`config.mk`:
```
export PLATFORM = sky130hd
export DESIGN_NAME = dist_com_fifo_rd_if
export DESIGN_NICKNAME = d
export VERILOG_FILES = /design/src/rtl/dist_com_fifo_rd_if.sv
export SDC_FILE = /design/constraint.sdc
export NUM_CORES = 1
export LEC_CHECK = 0
export ABC_AREA = 1
export CAP_MARGIN = 20
export CORE_MARGIN = 5
export CORE_UTILIZATION = 40
export DETAILED_ROUTE_END_ITERATION = 8
export GPL_ROUTABILITY_DRIVEN = 0
export MAX_ROUTING_LAYER = met4
export PLACE_DENSITY_LB_ADDON = 0.08
export REMOVE_ABC_BUFFERS = 1
export SLEW_MARGIN = 0
export SYNTH_ARGS = -nofsm -noshare
export SYNTH_HDL_FRONTEND = slang
export SYNTH_SLANG_ARGS = --single-unit
```
`constraint.sdc`:
```
create_clock -name I_fifo_clk -period 1.4 [get_ports I_fifo_clk]
set_input_delay 0.28 -clock I_fifo_clk [delete_from_list [all_inputs] [get_ports I_fifo_clk]]
set_output_delay 0.28 -clock I_fifo_clk [all_outputs]
set_load 0.01 [all_outputs]
```
`src/rtl/dist_com_fifo_rd_if.sv`:
```
// Read-side adapter for the distributed common FIFOs: drains a one-cycle-latency
// FIFO read port into a small prefetch buffer and presents it as a valid/ready stream.
module dist_com_fifo_rd_if #(
  parameter int WIDTH = 28,
  parameter int DEPTH = 3
) (
  input  logic             I_fifo_clk,
  input  logic             I_fifo_rst_n,
  output logic             O_fifo_rd,
  input  logic [WIDTH-1:0] I_fifo_dout,
  input  logic             I_fifo_empty,
  input  logic             I_flush,
  output logic             O_out_valid,
  input  logic             I_out_ready,
  output logic [WIDTH-1:0] O_out_data,
  output logic [1:0]       O_level,
  output logic [15:0]      O_word_cnt
);

  localparam int CW = $clog2(DEPTH + 1);
  localparam int PW = (DEPTH > 1) ? $clog2(DEPTH) : 1;

  logic [CW-1:0]    cnt;
  logic             inflight;
  logic [PW-1:0]    wptr;
  logic [PW-1:0]    rptr;
  logic [WIDTH-1:0] buf_mem [DEPTH];
  logic [15:0]      word_cnt;
  logic [CW:0]      occupied;
  logic             capture;
  logic             pop;

  function automatic logic [PW-1:0] ptr_inc(input logic [PW-1:0] p);
    return (p == PW'(DEPTH - 1)) ? '0 : p + 1'b1;
  endfunction

  // Reserve a slot for every word already requested, so the read strobe depends
  // on registered state only and the buffer can never overflow.
  assign occupied  = {1'b0, cnt} + (CW + 1)'(inflight);
  assign O_fifo_rd = I_fifo_rst_n && !I_fifo_empty && !I_flush
                     && (occupied < (CW + 1)'(DEPTH));

  // Stream handshake: a word transfers on every cycle where O_out_valid and
  // I_out_ready are both high; O_out_data holds steady while valid waits on ready.
  assign O_out_valid = (cnt != '0);
  assign O_out_data  = buf_mem[rptr];
  assign O_level     = 2'(cnt);
  assign O_word_cnt  = word_cnt;

  // A flush discards both the buffered words and the word returning this cycle.
  assign capture = inflight && !I_flush;
  assign pop     = O_out_valid && I_out_ready && !I_flush;

  always_ff @(posedge I_fifo_clk or negedge I_fifo_rst_n) begin
    if (!I_fifo_rst_n) begin
      cnt      <= '0;
      inflight <= 1'b0;
      wptr     <= '0;
      rptr     <= '0;
      word_cnt <= '0;
      for (int i = 0; i < DEPTH; i++) begin
        buf_mem[i] <= '0;
      end
    end else begin
      inflight <= O_fifo_rd;
      if (pop) begin
        word_cnt <= word_cnt + 16'd1;
      end
      if (I_flush) begin
        cnt  <= '0;
        wptr <= '0;
        rptr <= '0;
      end else begin
        if (capture) begin
          buf_mem[wptr] <= I_fifo_dout;
          wptr          <= ptr_inc(wptr);
        end
        if (pop) begin
          rptr <= ptr_inc(rptr);
        end
        case ({capture, pop})
          2'b10:   cnt <= cnt + 1'b1;
          2'b01:   cnt <= cnt - 1'b1;
          default: cnt <= cnt;
        endcase
      end
    end
  end

endmodule

```
# After elaboration in Yosys (flattened, before gate mapping)
# Index checks and enable logic that the tools add are counted.
[word_totals]
register_bits = 107
out_inout_bits = 48
wordCells = 53
[classes]
addsub = 6
n_lt_le_gt_ge = 4
n_eq_ne = 4
muxes = 14
bitwise = 3
reduce_logical = 14
[op_table]
columns = ["op", "n"]
rows = [
  ["bitwise mux 84 bit", 1],
  ["two-way mux 28 bit", 3],
  ["binary-select mux 28 bit (select 2 bit)", 1],
  ["demux 28 bit (select 2 bit)", 1],
  ["adder 16 x 1 -> 16 bit, second input constant", 1],
  ["two-way mux 2 bit", 7],
  ["logical AND 1 bit", 7],
  ["adder 2 x 1 -> 2 bit, second input constant", 3],
  ["== test 2 bit, second input constant", 3],
  [">= comparator 3 bit, second input constant", 2],
  ["inverter 2 -> 3 bit", 2],
  ["nonzero test 2 bit", 3],
  ["case mux 2 bit (2 select lines)", 1],
  ["adder 2 x 1 -> 3 bit", 1],
  ["< comparator 3 x 1 -> 1 bit, second input constant", 1],
  ["< comparator 3 x 2 -> 1 bit, second input constant", 1],
  ["nonzero test 3 bit", 1],
  ["== test 2 x 1 -> 1 bit, second input constant", 1],
  ["logical NOT 1 bit", 2],
  ["AND reduction 2 bit", 1],
  ["subtractor 2 x 1 -> 2 bit, second input constant", 1],
  ["inverter 1 bit", 1],
]

# Longest topological paths before layout
# Gate-level depths: netlist of run 1.
[depth]
depth_word = 6
depth_mapped = 8

# Worst setup path before layout of run 1
# Ideal clock, no wire load.
[synth_path]
kind = "reg2out"
start = "register cnt[0] (netlist: O_level[0])"
end = "output port O_fifo_rd"
arrival_ns = 1.328
required_ns = 1.120
slack_ns = -0.208
stages_incl_launch_ff = 4
path_cell_list = "dfrtp_1 -> ha_1 -> ha_1 -> a211oi_1"
[synth_between]
elab_chain_len = 3
[synth_lines]
columns = ["element", "line", "rtl"]
rows = [
  ["from (decl)", "23", "logic [CW-1:0] cnt;"],
  ["from (signal assigned)", "82", "2'b10: cnt <= cnt + 1'b1;"],
  ["from (signal assigned)", "83", "2'b01: cnt <= cnt - 1'b1;"],
  ["from (signal assigned)", "84", "default: cnt <= cnt;"],
  ["adder 2 x 1 -> 3 bit", "39", "assign occupied = {1'b0, cnt} + (CW + 1)'(inflight);"],
  ["< comparator 3 x 2 -> 1 bit", "41", "&& (occupied < (CW + 1)'(DEPTH));"],
  ["logical AND 1 bit", "41", ""],
  ["to (decl)", "9", "output logic O_fifo_rd,"],
]
# Every way passes these cells.

# Worst setup path after layout of run 1
[layout_path]
start = "register rptr[0]"
end = "output port O_out_data[19]"
[layout_between]
elab_chain_len = 4
[layout_lines]
columns = ["element", "line", "rtl"]
rows = [
  ["from (decl)", "26", "logic [PW-1:0] rptr;"],
  ["from (signal assigned)", "79", "rptr <= ptr_inc(rptr);"],
  ["inverter 2 -> 3 bit (not written as such)", "46", "assign O_out_data = buf_mem[rptr];"],
  ["binary-select mux 28 bit (select 2 bit)", "46", ""],
  ["two-way mux 28 bit (not written as such) (2 in a row)", "46", ""],
  ["to (decl)", "15", "output logic [WIDTH-1:0] O_out_data,"],
]
# Every way passes these cells. The select of a mux whose other input is x is not followed.

==> results of run 1 <==
==> cell families after synthesis <==
| group | Yosys count | share of synthesized area [%] |
|---|---|---|
| and+or+nand+nor | 288 | 24.6 |
| xor gates and xnor gates | 10 | 1.73 |
| buffers and inverters | 83 | 8.34 |
| adders and majority gates | 3 | 0.740 |
| DFF | 107 | 52.8 |
| AOI/OAI and AO/OA | 90 | 11.7 |
==> metal layers <==
metal	vias to the layer above	GRT usage, %	part of all wire (%)
li1	2109	-	-
met1	2057	23.5	44
met2	86	29.6	50
met3	12	3.23	4.4
met4	0	6.44	1.4
met5	-	-	0
==> Yosys cell counts <==
cell type    n
clkbuf_1    11
inv_2        6
nand3_1     66
nor2_2       2
xor2_1       8
buf_6       14
nand2_1    188
nand3b_1     1
a211oi_1     1
nor3_1       1
inv_1       47
nand4_1      6
buf_2        5
nor2_1      15
nand2_4      1
nor2_4       2
nand3_2      3
o21ai_2     38
xnor2_1      2
ha_1         3
o21ai_0     51
nand2_2      2
dfrtp_1    107
nand3_4      1
==> area by class of cell <==
cell class	count	area share, %
Tap cell	172	2.93
Multi-Input combinational cell	392	33.6
Clock buffer	13	3.54
Clock inverter	3	0.306
Sequential cell	107	36.4
Inverter	53	2.88
Timing Repair Buffer	135	20.4
==> state kept, by name, summed over array words and instances (netlist names) <==
register / count
buf_mem: 84
O_word_cnt: 16
O_level: 2
rptr: 2
wptr: 2
inflight: 1
==> metrics by stage <==
stage / instances / setup TNS (ns) / setup slack (ns)
floorplan: 551 / -38.06 / -0.754
global placement: 839 / -36.68 / -0.597
detailed placement: 839 / -39.08 / -0.568
CTS: 869 / -10.50 / -0.411
global route: 875 / -12.54 / -0.479
finish: 875 / -10.55 / -0.415
==> worst max-delay path: stages (launching register included) <==
cell	delay, ns
dfrtp_1	0.45
inv_2	0.07
nand2_2	0.08
inv_4	0.06
buf_12	0.13
buf_12	0.14
nand2_4	0.05
nand3_2	0.07
buf_6	0.13
==> final timing paths <==
check,end,slack (ns),cells past startpoint
min in group I_fifo_clk,inflight,0.21,3
worst min register to register,buf_mem[80],0.48,2
worst max-delay path,O_out_data[19],-0.42,8
worst max register to register,O_word_cnt[10],0.11,7
max in group asynchronous,buf_mem[9],0.42,3
worst min-delay path,wptr[1],0.16,2
==> power breakdown <==
group / internal, mW / switching, mW / leakage (nW)
Clock: 1.31 / 1.12 / 0.140
Sequential: 3.73 / 0.427 / 1.41
Combinational: 2.23 / 2.14 / 2.44
==> cells in the final DEF (no fill, tap or decap), types with 8 or more instances in the layout <==
master	n
nand3_2	28
o21ai_0	49
nand2_4	32
buf_4	29
buf_12	14
clkdlybuf4s50_1	30
nor2_1	13
nand3_1	36
nand2_2	14
o21ai_2	38
dlygate4sd2_1	15
xor2_1	8
dfrtp_1	106
nand2_1	145
clkbuf_16	13
inv_1	45
buf_6	36
==> what timing repair did <==
item / 4_1_cts / 5_1_grt
resized for setup: 269 / 57
setup buffers: 12 / 6
cloned: 3 / 6
endpoints found under the setup margin: 48 / 107
pin swaps: 8 / 13
==> results.yml, run 1 <==
final_layout:
  stdcell_area_mm2: 0.00735
  area_growth_pct: 45.0
  nFillCells: 1157
  fin_nets: 734
  area.sequential_mm2: 0.00268
  antennaDiodeCount: 0
  fin_util_pct: 58.7
  drive_gt1_share_pct: 34.1
  multi_input_area_mm2: 0.00247
worst_hold_path:
  worstHoldPathType: "input pin to asynchronous set/reset pin"
global_routing:
  grt_pass1_wl_mm: 21.1
  antenna_found_initial: 0
  grt_pass1_vias: 4299
  grt_overflow: 0
  track_usage_pct: 18.4
  grt_max_degree: 69
timing:
  post-route-period-util_pct: 130
  min_period_ns: 1.82
  rsz0062_at_grt: "yes"
  slew_violations: 0
  tightest_slew_ns: 0.891
  final-setup-viol-count: 30
  clock_skew_ns: 0.00522
  fmaxAchievable_mhz: 551
  hold_ws_ns: 0.162
  hold_viol_final: 0
  fin_ws_ns: -0.415
  max-slew-margin-rel_pct: 40.6
run:
  maxCapViolCount: 0
synthesis:
  yosys.area.top_type: "dfrtp_1"
  postSynthAreaPerCell_um2: 8.73
  synth_top_area_share_pct: 52.8
  synth_area_leaders: "dfrtp_1 53%, nand2_1 14%, o21ai_2 6.6%"
  netlist_area_mm2: 0.00507
  ys_seq_area_share_pct: 52.8
  netlist_instances: 581
  ys_types: 24
  synth_seq_cells: 107
  yosysWarnings: 0
floorplanning:
  io_pins: 81
  fp-row-count: 41
  core-area_mm2: 0.0125
  fp.dieArea_mm2: 0.0150
  initial_core_util_pct: 40.5
  dieWidth_um: 123
  die_y_um: 123
status:
  status: "finished, violations left"
  failed_checks: "negative setup slack"
power_and_ir_drop:
  p_total_mw: 11.0
  ir_worst_vdd_mv: 0.691
  p_leak_nw: 3.99
  powerDensity_mw_per_mm2: 1490
clocking:
  cts.sinks: 107
  numCtsBuffers: 9
  clockBufferDepth: 2
  hold_buffers: 0
  clkTransAtPathRegs_ns: 0.07
  insertion_delay_ns: 0.35
  cts_root_buf: "clkbuf_16"
  cts_tree: "yes"
  htreeDepth: 3
worst_setup_path:
  cp-startpoint: "rptr[0]"
  required_ns: 1.12
  crit_fanout: 6
  timing.rr.start: "O_word_cnt[0]"
  crit_type: "flop to primary output"
  cp-end-kind: "primary output"
  crit_path_start_kind: "flop"
  cp.arrival_ns: 1.54
routing:
  drt_iter0_markers: 239
  wire_per_inst_um: 15.4
  wl_mm: 13.5
  drc_errors: 0
  dr.pass1.iters: 5
  via_per_inst: 4.87
  via_count: 4264
  ant_nets: 0
place:
  hpwl_mm: 8.17
  post_dp_cell_area_mm2: 0.00624
  io_buffers: 80
No activity file was read; power rests on OpenSTA's default activity.
==> run 2, diff against run 1 <==
- clock period: 1.4 -> 1.95 ns (I/O delays scaled with it)
==> run 2 against run 1 <==
Against the previous run:
- sequential power fell by 29%
- highest routed layer unchanged
- global-route usage fell by 0.55 points
- flip-flop and latch count did not move
- design area fell by 9.1%
- register-to-register slack improved by 0.39 ns
- hold slack got worse by 0.066 ns
- setup slack improved by 0.42 ns
- the run now ends clean
==> results.yml, run 2 (synthesis results as in run 1) <==
final_layout:
  largest-register: "buf_mem"
  drive_gt1_share_pct: 24.6
  fin_nets: 715
  final_cell_mix: "174 x nand2_1, 105 x dfrtp_1, 53 x nand3_1"
  area_growth_pct: 31.9
  fin_util_pct: 53.4
  largest_reg_flops: 84
  antennaDiodeCount: 0
  mostFrequentLayoutCell: "nand2_1"
worst_setup_path:
  crit_path_start_kind: "flop"
  crit_fanout: 2
  worstPathCellList: "ha_2, ha_4, a211oi_2, buf_2"
  cp.arrival_ns: 1.56
  cp_slowest_cell: "dfrtp_1"
  worst_path_largest_cell_delay_ns: 0.39
  crit_type: "flop to primary output"
  cp-end-kind: "primary output"
  required_ns: 1.56
clocking:
  cts.sinks: 107
  insertion_delay_ns: 0.35
  cts_tree: "yes"
  clkTransAtPathRegs_ns: 0.07
  hold_buffers: 0
  numCtsBuffers: 9
  htreeDepth: 3
  cts_root_buf: "clkbuf_16"
  clockBufferDepth: 2
floorplanning:
  dieWidth_um: 123
  io_pins: 81
  core-area_mm2: 0.0125
  fp.dieArea_mm2: 0.0150
  die_y_um: 123
  initial_core_util_pct: 40.5
  fp-row-count: 41
routing:
  wl_mm: 12.2
  dr.pass1.iters: 4
  drt_iter0_markers: 270
  via_per_inst: 4.84
  via_count: 4142
  ant_nets: 0
  drc_errors: 0
  wire_per_inst_um: 14.3
place:
  io_buffers: 80
  hpwl_mm: 7.98
timing:
  max-slew-margin-rel_pct: 61.1
  fmaxAchievable_mhz: 514
  tightest_slew_ns: 0.584
  hold_viol_final: 0
  rsz0062_at_grt: "yes"
  slew_violations: 0
  min_period_ns: 1.95
  final-setup-viol-count: 0
  setup_tns_ns: 0
  clock_skew_ns: 0.00686
  post-route-period-util_pct: 99.8
run:
  maxCapViolCount: 0
global_routing:
  grt_max_degree: 108
  antenna_found_initial: 0
  track_usage_pct: 17.8
  grt_pass1_wl_mm: 20.5
  grt_overflow: 0
  grt_pass1_vias: 4127
power_and_ir_drop:
  ir_worst_vdd_mv: 0.582
  p_leak_nw: 3.34
  powerDensity_mw_per_mm2: 1090
worst_hold_path:
  worstHoldPathType: "input pin to asynchronous set/reset pin"
status:
  status: "completed"
==> run 2: final timing paths <==
kind	startpoint	endpoint	slack, ns	cells after the start
max	O_level[0]	O_fifo_rd	0.004	4
min	I_fifo_rst_n	O_level[1]	0.1	2
max reg2reg	O_word_cnt[1]	O_word_cnt[10]	0.50	7
min reg2reg	buf_mem[26]	buf_mem[26]	0.48	2
max in group asynchronous	I_fifo_rst_n	rptr[0]	1.39	2
min in group I_fifo_clk	I_fifo_rst_n	inflight	0.47	4
==> run 2: layer usage <==
metal / track usage [%] / wire [um] / share of wire, %
met1: 23.9 / 5600 / 46
met2: 27.6 / 5860 / 48
met3: 2.53 / 533 / 4.4
met4: 6.93 / 214 / 1.8
met5: - / 0 / 0
==> run 2: layout make-up <==
cell class,count,area (um2)
Tap cell,172,215
Fill cell,1231,5830
Clock buffer,14,254
Multi-Input combinational cell,391,2110
Sequential cell,107,2680
Clock inverter,2,35.0
Inverter,53,201
Timing Repair Buffer,117,1190
==> run 2: where the power goes <==
| group | switching, mW | total [mW] | leakage [nW] | internal, mW |
|---|---|---|---|---|
| registers | 0.277 | 2.95 | 1.41 | 2.68 |
| logic | 1.30 | 2.56 | 1.79 | 1.26 |
| clock network | 0.780 | 1.81 | 0.141 | 1.03 |
| total | 2.36 | 7.32 | 3.34 | 4.97 |
==> run 2: timing repair <==
action,CTS,global route
gates resized for setup,122,45
pin swaps,2,2
endpoints found under the setup margin,29,25
setup buffers,8,3
gates cloned,1,0
==> run 2: per-stage QoR <==
stage | cells | hold slack (ns) | total power, mW | setup slack [ns] | cell area (um2)
finish | 856 | 0.0961 | 7.32 | 0.00387 | 6690
detailed placement | 828 | 0.468 | 5.45 | -0.240 | 6170
global placement | 828 | 0.466 | 5.40 | -0.227 | 6170
floorplan | 551 | 0.0944 | 4.11 | -0.314 | 4850
CTS | 853 | 0.151 | 7.23 | -0.0383 | 6530
global route | 856 | 0.159 | 7.81 | -0.0550 | 6690
==> run 2: worst max-delay path, delay by kind of cell, from the launching register on <==
kind,cells,cell delay (ns)
buffers and inverters,1,0.17
DFF,1,0.39
AOI/OAI and AO/OA,1,0.24
adders and majority gates,2,0.41
==> RTL change 1: new RTL, flow settings as in run 2 <==
`DEPTH`: 3 -> 6.
--- a/src/rtl/dist_com_fifo_rd_if.sv
+++ b/src/rtl/dist_com_fifo_rd_if.sv
@@ -3,5 +3,5 @@
 module dist_com_fifo_rd_if #(
   parameter int WIDTH = 28,
-  parameter int DEPTH = 3
+  parameter int DEPTH = 6
 ) (
   input  logic             I_fifo_clk,
Check against the original RTL: not equivalent (Yosys sat finds a counterexample within 4 cycles, from zero or initial values and one cycle with I_fifo_rst_n low).
==> RTL change 1 against run 2 <==
- power rose by 67%
- register-to-register slack worse by 0.27 ns
- largest power group unchanged
- area after synthesis grew 83%
- setup slack lost 0.28 ns
- global-route usage is 1.1 points higher
- count of clock-buffer cells in the layout up 7
- sequential cell count is 87 higher
- final area up 73%
- routed wire length grew 92%
- worst hold slack improved by 0.27 ns
- the run now ends with negative setup slack left
==> RTL change 1: results (changes against run 2) <==
.. list-table::
   :header-rows: 1

   * - Metric
     - Value
   * - Worst Clk Skew
     - 0.00696 ns (+0.0000980 ns)
   * - Result of the run
     - finished with violations
   * - Avg WL per Cell
     - 15.4 um (+8.0%)
   * - Worst hold path type
     - in2async
   * - R2r setup slk
     - 0.23 ns (-0.27 ns)
   * - Fill cells
     - 2,195 (+78%)
   * - HPWL after detailed placement
     - 15.2 mm (+91%)
   * - Level count of the clock H-tree
     - 4 (+1)
   * - Wire length of the first global-routing pass
     - 38.9 mm (+90%)
   * - Sequential cell area fraction in the yosys report
     - 0.523 (-0.00550)
   * - Fraction of final layout cells with drive strength greater than 1
     - 0.232 (-0.0134)
   * - Highest-delay cell along the critical path
     - dfrtp_2
   * - Detailed-route via count
     - 7,376 (+78%)
   * - Pin count of the biggest net entering global routing
     - 175 (+62%)
   * - Worst vdd rail ir drop
     - 706 uV (+21%)
   * - Worst skew pair latency
     - 0.43 ns (+0.08 ns)
   * - Static leakage
     - 5.40 nW (+62%)
   * - Final setup margin
     - -0.280 ns (-0.284 ns)
   * - Launching element of the worst setup path
     - rptr[0]$_DFFE_PN0P_
   * - Failing checks
     - negative setup slack
   * - Clock buffer count from CTS
     - 17 (+8)
   * - Crit path max fanout
     - 7 (+5)
   * - Total setup violations reported at the end of the flow
     - 28 (+28)
   * - Reg-to-reg critical path endpoint
     - cnt[2]$_DFFE_PN0P_
   * - Most area-consuming cells after synthesis
     - dfrtp_1 (52%), nand2_1 (9.8%), o21ai_0 (7.0%)
   * - Max FFs per register
     - 168 (+100%)
   * - Count of cells along the worst register-to-register path
     - 10 (+3)
   * - Post-synth cell types
     - 31 (+29%)
   * - Global routing usage summed across all routing layers
     - 0.190 (+0.0113)
-- RTL change 1: cell count changes after synthesis, moves of 19 or more --
cell	delta
a21oi_1	+19
dfrtp_1	+87
nand2_1	+55
nor3_1	+28
nand3_1	-54
inv_1	+29
o21ai_1	+85
o21ai_0	+78
nor2_1	+120
-- RTL change 1: repair_timing --
item                                    in CTS  in global routing
pin swaps                                   23                 28
endpoints found under the setup margin      30                 30
cloned                                       2                  1
setup buffers                                9                  2
hold endpoints to repair                    20                  0
hold buffers                                 1                  0
gates resized for setup                    205                 54
-- RTL change 1: worst max-delay path: cells and delay by family (launching register included) --
family / cells / cell delay (ns)
flops: 1 / 0.46
compound gates: 1 / 0.17
buf+inv: 6 / 0.74
simple gates: 1 / 0.03
-- RTL change 1: logic make-up (layout without fill, tap and decap cells) --
group | Yosys count | count (layout) | share of synthesized area
and+or+nand+nor | 433 | 433 | 0.188
AOI/OAI and AO/OA | 296 | 296 | 0.185
DFF | 194 | 194 | 0.523
buffers and inverters | 149 | 273 | 0.0896
xor gates and xnor gates | 11 | 11 | 0.0104
adders and majority gates | 3 | 3 | 0.00485
-- RTL change 1: cell type report --
type,instances,share of cell area
multi-input combinational,743,0.333
tap,313,0.0338
clock buffer,21,0.0406
sequential,194,0.419
timing repair buffer,160,0.137
clock inverter,11,0.00886
inverter,81,0.0275
-- RTL change 1: how the worst max path moves through the flow --
| stage | end | slack (ns) | depth (start not counted) |
|---|---|---|---|
| floorplan | buf_mem[0]$_DFFE_PN0P_ | -1.13 | 3 |
| global placement | O_out_data[25] | -0.26 | 8 |
| detailed placement | O_out_data[27] | -0.30 | 6 |
| CTS | O_out_data[12] | -0.28 | 7 |
| global route | O_out_data[8] | -0.37 | 9 |
| finish | O_out_data[1] | -0.28 | 8 |
-- RTL change 1: power by group --
part / internal (mW) / switching, mW / total [mW]
logic: 1.81 / 2.19 / 4.00
clock network: 1.87 / 1.59 / 3.46
registers: 4.41 / 0.320 / 4.73
-- RTL change 1: stage by stage --
step | std cells | TNS [ns] | area (sq um) | hold slack (ns)
2_1_floorplan | 1018 | -58.62 | 8760 | 0.0944
3_3_place_gp | 1479 | -6.12 | 10700 | 0.212
3_5_place_dp | 1479 | -7.11 | 10700 | 0.211
4_1_cts | 1522 | -6.51 | 11400 | 0.388
5_1_grt | 1523 | -9.22 | 11600 | 0.366
6_report | 1523 | -6.11 | 11600 | 0.370
-- RTL change 1: metal layers --
metal  track usage  vias up  wire (um)
met1         0.256     3482      11500
met2         0.301      129      10800
met5             -        -          0
met4        0.0404        0        276
li1              -     3746          -
met3        0.0359       19        898
==> RTL change 2: new RTL, config.mk and constraints of run 2 <==
Without the edit above. Register the output `O_word_cnt` once more, cleared by the reset; this adds one clock of latency there. The other outputs are not delayed to match.
--- a/src/rtl/dist_com_fifo_rd_if.sv
+++ b/src/rtl/dist_com_fifo_rd_if.sv
@@ -46,5 +46,11 @@
   assign O_out_data  = buf_mem[rptr];
   assign O_level     = 2'(cnt);
-  assign O_word_cnt  = word_cnt;
+  always_ff @(posedge I_fifo_clk or negedge I_fifo_rst_n) begin
+    if (!I_fifo_rst_n) begin
+      O_word_cnt <= '0;
+    end else begin
+      O_word_cnt <= word_cnt;
+    end
+  end
 
   // A flush discards both the buffered words and the word returning this cycle.
Check against the original RTL: not equivalent (Yosys sat finds a counterexample within 4 cycles, from zero or initial values and one cycle with I_fifo_rst_n low).
==> RTL change 2 against run 2 <==
- the flow now finishes with violations (negative setup slack)
- setup slack got worse by 0.034 ns
- count of clock-buffer cells in the layout rose by 10
- via count up 3.2%
- first-iteration DRC count is 26% higher
- area after synthesis grew 8.0%
- sequential share of layout area rose by 0.80 points
- routed wire length up 8.4%
- final area is 13% higher
- power up 28%
- combinational power up 5%
- sequential cell count is 16 higher
- clock power is 80% higher
- largest power group unchanged
==> RTL change 2: results (changes against run 2) <==
.. list-table::
   :header-rows: 1

   * - Metric
     - Value
   * - Result of the run
     - finished with violations
   * - Failing checks
     - negative setup slack
   * - Most numerous cell types in the synthesized netlist
     - nand2_1 (189), dfrtp_1 (123), nand3_1 (66)
   * - Clock buffer count from CTS
     - 17 (+8)
   * - DR iter-0 viols
     - 339 (+26%)
   * - Post-synth cell types
     - 26 (+8.3%)
   * - Worst vdd rail ir drop
     - 796 uV (+37%)
   * - Wire length of the first global-routing pass
     - 21.8 mm (+6.7%)
   * - Most area-consuming cells after synthesis
     - dfrtp_1 (56%), nand2_1 (13%), nand3_1 (6.0%)
   * - Count of nets after finishing
     - 737 (+3.1%)
   * - Final setup margin
     - -0.0298 ns (-0.0337 ns)
   * - Tightest Pin Transition
     - 0.677 ns (+0.0934 ns)
   * - Level count of the clock H-tree
     - 4 (+1)
   * - Met2 wire len
     - 6.54 mm (+12%)
   * - Wl on met1
     - 5.94 mm (+5.9%)
   * - Detail-routed via count per cell
     - 4.81 (-0.64%)
   * - Number of iterations in the first detailed-routing pass
     - 5 (+1)
   * - Global routing usage summed across all routing layers
     - 0.177 (-0.00152)
   * - Worst Clk Skew
     - 0.00614 ns (-0.000729 ns)
   * - Critical path arrival
     - 1.59 ns (+0.03 ns)
   * - Launching element of the worst setup path
     - rptr[1]$_DFFE_PN0P_
   * - Final TNS setup
     - -0.145 ns (-0.145 ns)
   * - Worst slack, placed
     - -0.265 ns (-0.0251 ns)
   * - Total setup violations reported at the end of the flow
     - 10 (+10)
   * - Clock transition at the register clock pins on the worst setup and hold paths after CTS
     - 0.05 ns (-0.02 ns)
   * - Static leakage
     - 3.76 nW (+13%)
   * - Placed cell area
     - 6560 sq um (+6.3%)
   * - Largest delay contributor family on the critical path
     - flip-flops
   * - Worst skew pair latency
     - 0.41 ns (+0.06 ns)
   * - HPWL after detailed placement
     - 7.97 mm (-0.15%)
==> RTL change 2: cell types whose count changed in the layout (fill, tap and decap cells not counted), moves of 6 or more <==
cell              run 2  this run
nand3_1              53        47
o21ai_1               0        16
clkbuf_16             9        18
o21ai_0              51        37
nand2_1             174       164
dfrtp_1             105       122
==> RTL change 2: worst paths after layout <==
kind                                                 end  cells after the start  slack [ns]
worst max-delay path                       O_out_data[1]                      6       -0.03
worst min-delay path              buf_mem[9]$_DFFE_PN0P_                      2        0.09
worst max register to register        inflight$_DFF_PN0_                      8        0.36
worst min register to register  O_word_cnt[15]$_DFF_PN0_                      0        0.39
max in group asynchronous            rptr[0]$_DFFE_PN0P_                      2        1.33
min in group I_fifo_clk         O_word_cnt[15]$_DFF_PN0_                      0        0.39
==> RTL change 2: kinds of logic (layout without fill, tap and decap cells) <==
group                    after synthesis  in the layout  share of synthesized area
buffers and inverters                 83            199                     0.0777
AO/OA/AOI/OAI                         90             90                      0.107
adder cells (fa/ha/maj)                3              3                    0.00686
XOR/XNOR                              10             10                     0.0160
flip-flops                           123            123                      0.562
AND/OR/NAND/NOR                      288            288                      0.230
==> RTL change 2: repair_timing <==
item / in CTS / in global routing
gates resized for setup: 166 / 34
endpoints found under the setup margin: 30 / 26
pin swaps: 4 / 11
cloned: 3 / 1
hold endpoints to repair: 0 / 0
buffers inserted: 10 / 0
==> RTL change 2: worst reg2reg max path, delay by kind of cell, from the launching register on <==
family                     cells  cell delay, ns
AOI/OAI and AO/OA              1            0.06
adders and majority gates      2            0.46
buffers and inverters          5            0.60
DFF                            1            0.37
==> RTL change 2: power groups by stage <==
stage	sequential [mW]	combinational (mW)	clock, mW
2_1_floorplan	3.40	1.12	0
6_report	3.40	2.68	3.26
3_5_place_dp	3.38	2.48	0
3_3_place_gp	3.37	2.44	0
5_1_grt	3.46	2.95	3.45
4_1_cts	3.36	2.51	3.33
==> RTL change 2: cell type report <==
class / count / area (sq um)
inverters: 53 / 204
flip-flops and latches: 123 / 3080
well taps: 176 / 220
clock inverters: 7 / 110
repair buffers: 115 / 1210
fillers: 1174 / 5820
clock buffers: 24 / 512
multi-input cells: 391 / 2200
==> RTL change 2: routing by layer <==
metal / track usage / up-vias
li1: - / 2131
met1: 0.223 / 2053
met2: 0.273 / 79
met3: 0.0588 / 11
met4: 0.0530 / 0
met5: - / -
==> RTL change 2: metrics by stage <==
step | instances | utilization
2_1_floorplan | 567 | -
3_3_place_gp | 845 | 0.492
3_5_place_dp | 845 | 0.492
4_1_cts | 889 | 0.554
5_1_grt | 889 | 0.564
6_report | 889 | 0.564
